$ cat config.mk
export PLATFORM = sky130hd
export DESIGN_NAME = io_ws
export DESIGN_NICKNAME = d
export VERILOG_FILES = /design/src/rtl/io_ws.sv
export SDC_FILE = /design/constraint.sdc
export NUM_CORES = 1
export LEC_CHECK = 0
export ABC_CLOCK_PERIOD_IN_PS = 5200
export BUFFER_PORTS_ARGS = -buffer_cell sky130_fd_sc_hd__buf_2
export CORE_UTILIZATION = 45
export CTS_BUF_LIST = sky130_fd_sc_hd__clkbuf_8
export CTS_CLUSTER_DIAMETER = 60
export CTS_CLUSTER_SIZE = 8
export DETAILED_ROUTE_END_ITERATION = 10
export GPL_TIMING_DRIVEN = 1
export PLACE_DENSITY = 0.82
export SLEW_MARGIN = 20
export SYNTH_ARGS = -nofsm -noshare
export SYNTH_HDL_FRONTEND = slang
export SYNTH_SLANG_ARGS = --single-unit
$ cat constraint.sdc
create_clock -name clk -period 5.2 [get_ports clk]
set_clock_uncertainty 0.15 [all_clocks]
set_input_delay 1.56 -clock clk [delete_from_list [all_inputs] [get_ports clk]]
set_output_delay 1.56 -clock clk [all_outputs]
set_load 0.05 [all_outputs]
$ cat src/rtl/io_ws.sv
// CPU bus address decoder with an internal control register, per-region wait
// states on n_rdy, configurable IO slots and a sticky bus-error flag.
module io_ws #(
    parameter int ROM_WS   = 1,
    parameter int RAM_WS   = 0,
    parameter int IO_WS    = 2,
    parameter int IO_SLOTS = 4
) (
    input  logic        clk,
    input  logic        rst,
    input  logic [15:0] a,
    input  logic        n_oe,
    input  logic        n_we,
    input  logic [7:0]  d_in,
    output logic [7:0]  d_out,
    output logic        d_oe,
    output logic        n_rdy,
    output logic        n_rom_cs,
    output logic        n_raml_cs,
    output logic        n_ramh_cs,
    output logic [7:0]  n_io_oe,
    output logic [7:0]  io_cp,
    output logic [7:0]  cr
);

    localparam logic [3:0] ROM_W = 4'(ROM_WS);
    localparam logic [3:0] RAM_W = 4'(RAM_WS);
    localparam logic [3:0] IO_W  = 4'(IO_WS);
    localparam logic [3:0] SLOTS = 4'(IO_SLOTS);

    typedef enum logic [2:0] {
        REG_ROM,
        REG_RAM,
        REG_OFF,
        REG_EMPTY,
        REG_CR,
        REG_SLOT
    } region_t;

    region_t     region;
    logic [2:0]  slot;
    logic [2:0]  widx;
    logic [3:0]  ws;
    logic [15:0] a_q;
    logic        act_q;
    logic [3:0]  cnt;
    logic        wr_done;
    logic [7:0]  cr_q;
    logic        active;
    logic        new_acc;
    logic        rdy_wait;
    logic        cr_wr;
    logic        err_set;

    assign slot = a[3:1];
    // Windows A..E map onto cr[3..7]; a[14:12] + 1 yields exactly that index.
    assign widx = a[14:12] + 3'd1;

    // NOTE: every output of a combinational block gets a default first so no
    // path through the if-chain can leave a value unassigned (no latch).
    always_comb begin
        region    = REG_EMPTY;
        n_rom_cs  = 1'b1;
        n_raml_cs = 1'b1;
        n_ramh_cs = 1'b1;
        if (!a[15]) begin
            n_rom_cs  = cr_q[0];
            n_raml_cs = ~cr_q[0];
            region    = cr_q[0] ? REG_RAM : REG_ROM;
        end else if (a[15:13] == 3'b100) begin
            n_ramh_cs = 1'b0;
            region    = REG_RAM;
        end else if (a[15:12] != 4'hF) begin
            n_ramh_cs = ~cr_q[widx];
            region    = cr_q[widx] ? REG_RAM : REG_OFF;
        end else if (a[11:8] != 4'hF) begin
            region = REG_EMPTY;
        end else if (slot == 3'd1) begin
            region = REG_CR;
        end else if ({1'b0, slot} < SLOTS) begin
            region = REG_SLOT;
        end
    end

    always_comb begin
        case (region)
            REG_ROM:          ws = ROM_W;
            REG_RAM:          ws = RAM_W;
            REG_CR, REG_SLOT: ws = IO_W;
            default:          ws = 4'd0;
        endcase
    end

    assign active   = ~n_oe | ~n_we;
    assign new_acc  = active & (~act_q | (a != a_q));
    assign rdy_wait = new_acc ? (ws != 4'd0) : (active & (cnt != 4'd0));
    // Ready is forced low while reset is held, even with an access pending.
    assign n_rdy    = ~rst & rdy_wait;
    assign cr_wr    = ~n_we & (region == REG_CR) & ~rdy_wait & ~wr_done;
    assign err_set  = new_acc & (region == REG_EMPTY);

    assign d_oe  = ~rst & ~n_oe & (region == REG_CR);
    assign d_out = d_oe ? cr_q : 8'h00;
    assign cr    = cr_q;

    always_comb begin
        n_io_oe = 8'hFF;
        io_cp   = 8'hFF;
        if (region == REG_SLOT) begin
            n_io_oe[slot] = n_oe;
            io_cp[slot]   = ~(~n_we & ~n_rdy);
        end
    end

    // NOTE: sequential state uses non-blocking assignments so every register
    // samples the pre-edge values, independent of statement order.
    always_ff @(posedge clk or posedge rst) begin
        if (rst) begin
            a_q     <= 16'h0000;
            act_q   <= 1'b0;
            cnt     <= 4'd0;
            wr_done <= 1'b0;
            cr_q    <= 8'h00;
        end else begin
            a_q   <= a;
            act_q <= active;

            if (new_acc && ws != 4'd0)
                cnt <= ws - 4'd1;
            else if (cnt != 4'd0)
                cnt <= cnt - 4'd1;

            if (cr_wr)
                wr_done <= 1'b1;
            else if (!active || new_acc)
                wr_done <= 1'b0;

            if (cr_wr) begin
                cr_q[7:3] <= d_in[7:3];
                cr_q[2]   <= 1'b0;
                cr_q[0]   <= d_in[0];
            end

            // A new error wins over a same-edge write-1-to-clear.
            if (err_set)
                cr_q[1] <= 1'b1;
            else if (cr_wr && d_in[1])
                cr_q[1] <= 1'b0;
        end
    end

endmodule
==> results_dict.tcl <==
set metrics [dict create \
    worstSetupEndpointType "output port" \
    area_growth_pct 30.7 \
    busiest_layer "met2" \
    grt_use_total_pct 20.8 \
    drive_gt1_share_pct 41.7 \
    pre_cts_slack_ps -215 \
    rsz0062_at_grt "yes" \
    pwr-share-seq_pct 41.8 \
    final_nets 247 \
    pwr-share-clk_pct 38.7 \
    drc 0 \
    clock_sink_count 29 \
    clock_path_buffers 2 \
    finalCritPeriodShare_pct 101 \
    synth-edff-count 0 \
    core_sq_mm 0.00339 \
    synth_async_sr_flop_share_pct 100 \
    vias 1368 \
    syn_area_per_cell_sq_um 10.4 \
    pwr-share-comb_pct 19.5 \
    slew_violations 0 \
    dp_hpwl_um 2600 \
    cts.clk_slew.worst_paths_ps 60 \
    maxCapViolations 0 \
    grt_max_degree 30 \
    n_antenna_cell 0 \
    ys_types 41 \
    ys_seq_area_share_pct 45.0 \
    total_power_w 0.000613 \
    worst_setup_path_start_kind "input pin" \
    synth_ff_type "dfrtp_1" \
    antenna_found_initial 0 \
    grt_pass1_wl_um 5540 \
    min_period_ps 5280 \
    fillers 293 \
    path_max_fanout 3 \
    cts_max_level 2 \
    leakagePower_nw 1.01 \
    row_count 21 \
    crit_type "in -> out" \
    drtIter0Drc 23 \
    grtUsageMet2_pct 34.7 \
    power.share.switching_pct 28.2 \
    max_freq_mhz 190 \
    max_slew.worst_pin.slew_ps 638 \
    setup_slack_ps -76.4 \
    holdWs_ps 395 \
    dieWidth_um 61.8 \
    use_met1_pct 23.8 \
    grt_overflow 0 \
    p_per_area_mw_per_mm2 291 \
    violations "setup timing" \
    power_switching_w 0.000173 \
    start_util_pct 47.5 \
    finalHoldViolCount 0 \
    arrival_ps 3570 \
    ios 65 \
    tritoncts "built" \
    drt_wl_total_um 3510 \
    use_met3_pct 5.80 \
    synth_cells 155 \
    ctsHoldBuffers 0 \
    drtAntennaViolNets 0 \
    clockRootBuffer "clkbuf_8" \
    gp_congestion 0.857 \
    power.internal_w 0.000440 \
    port_buffers 51 \
    hold_class "reg -> reg" \
    drtPass1Iterations 4 \
    via_per_inst 5.18 \
    max-slew-margin-rel_pct 57.1 \
    cts_buffers 5 \
    synth_area_sq_mm 0.00161 \
    chipHeight_um 61.8 \
    max-vdd-ir-drop_v 0.000234 \
    wl_per_cell_um 13.3 \
    grt_pass1_vias 1260 \
    ys_ff_latch 29 \
    status "finished with violations" \
    worstPathRequired_ps 3490 \
    clk_latency_ps 280 \
    dieArea_sq_mm 0.00382 \
    setup_violations 1 \
    yosys_warnings 0 \
]
layer usage:
| metal | wire length (um) | up-vias |
|---|---|---|
| li1 | - | 648 |
| met1 | 1500 | 658 |
| met2 | 1750 | 55 |
| met3 | 191 | 7 |
| met4 | 62 | 0 |
| met5 | 0 | - |
per-stage QoR:
| stage | cell area [sq um] | cells | TNS, ps | utilization [%] |
|---|---|---|---|---|
| 2_1_floorplan | 1680 | 165 | -207 | - |
| 4_1_cts | 2100 | 264 | -48.3 | 61.9 |
| 3_5_place_dp | 1940 | 255 | -215 | 57.4 |
| 5_1_grt | 2110 | 264 | -106 | 62.2 |
| 6_report | 2110 | 264 | -76.4 | 62.2 |
| 3_3_place_gp | 1940 | 255 | -204 | 57.4 |
timing repair:
action	4_1_cts	5_1_grt
pin swaps	4	0
hold endpoints to repair	0	0
setup endpoints to repair	1	4
resized for setup	6	2
buffers inserted	1	0
path summary, 6_finish.rpt:
| path | startpoint | end | slack [ps] | cells past startpoint |
|---|---|---|---|---|
| worst max-delay path | a[4] | n_rdy | -80 | 8 |
| worst min-delay path | cnt[3]$_DFFE_PP0P_ | cnt[3]$_DFFE_PP0P_ | 390 | 1 |
| worst max register to register | a_q[5]$_DFF_PP0_ | cr[7]$_DFFE_PP0P_ | 2390 | 7 |
| worst min register to register | cnt[3]$_DFFE_PP0P_ | cnt[3]$_DFFE_PP0P_ | 390 | 1 |
| max in group asynchronous | rst | cnt[1]$_DFFE_PP0P_ | 3240 | 2 |
| min in group asynchronous | rst | a_q[1]$_DFF_PP0_ | 1260 | 2 |
area by class of cell:
class                   count  area [sq um]  area share (%)
well taps                  46          57.6            2.73
clock buffers               6          82.6            3.92
clock inverters             2          33.8            1.60
inverters                   6          22.5            1.07
flip-flops and latches     29           726            34.4
multi-input cells         117           865            41.0
repair buffers             58           320            15.2
critical path, cell delays in order:
cell	delay [ps]
buf_6	90
xor2_1	160
or4_1	530
or4_4	560
or3_4	370
nand3_4	120
nor2_4	40
buf_6	150
synth_stat cells, types with 2 or more instances:
library cell	n	area (sq um)
mux2_2	6	67.6
nor3_1	4	20.0
nand2_1	10	37.5
nand3_1	7	35.0
or4_1	3	22.5
xnor2_1	12	105
dfrtp_1	29	726
buf_4	12	90.1
nand4_1	6	37.5
xor2_1	4	35.0
nor4_1	3	18.8
conb_1	2	7.51
and2_1	7	43.8
ha_1	2	25.0
inv_1	6	22.5
nor2b_1	3	18.8
or2_2	2	12.5
nor2_1	8	30.0
a21oi_1	3	15.0
o21ai_0	2	10.0
mux2i_1	2	20.0
nand2b_1	3	18.8
flip-flops by register name, summed over array words and instances, names as in the netlist:
name	cells
cnt	4
wr_done	1
cr	7
act_q	1
a_q	16
cells by family (layout without fill, tap and decap cells):
logic type / count (synthesis) / in the layout / share of synthesized area (%)
buf+inv: 19 / 72 / 7.22
flops: 29 / 29 / 45.0
xor+xnor: 16 / 16 / 8.70
compound gates: 16 / 16 / 7.92
simple gates: 62 / 62 / 22.3
other cells: 2 / 12 / 0.466
fa+ha+maj: 2 / 2 / 1.55
mux: 9 / 9 / 6.83
power by group through the flow:
stage               registers [W]  clock network (W)  logic [W]
floorplan                0.000258                  0  0.0000900
global placement         0.000259                  0   0.000112
detailed placement       0.000259                  0   0.000115
CTS                      0.000256           0.000241   0.000119
global route             0.000259           0.000254   0.000133
finish                   0.000256           0.000238   0.000120
placed cells by master (no fill, tap or decap), types with 4 or more instances in the layout:
cell type and count:
nand4_1 6, nor2_1 7, and2_2 7, xor2_1 4
xnor2_1 12, conb_1 12, mux2_2 6, dfrtp_1 29
clkbuf_8 6, buf_4 7, nand2_1 10, inv_1 6
buf_2 49, nand3_1 6
Note: power is estimated with default switching activity, not from simulation.
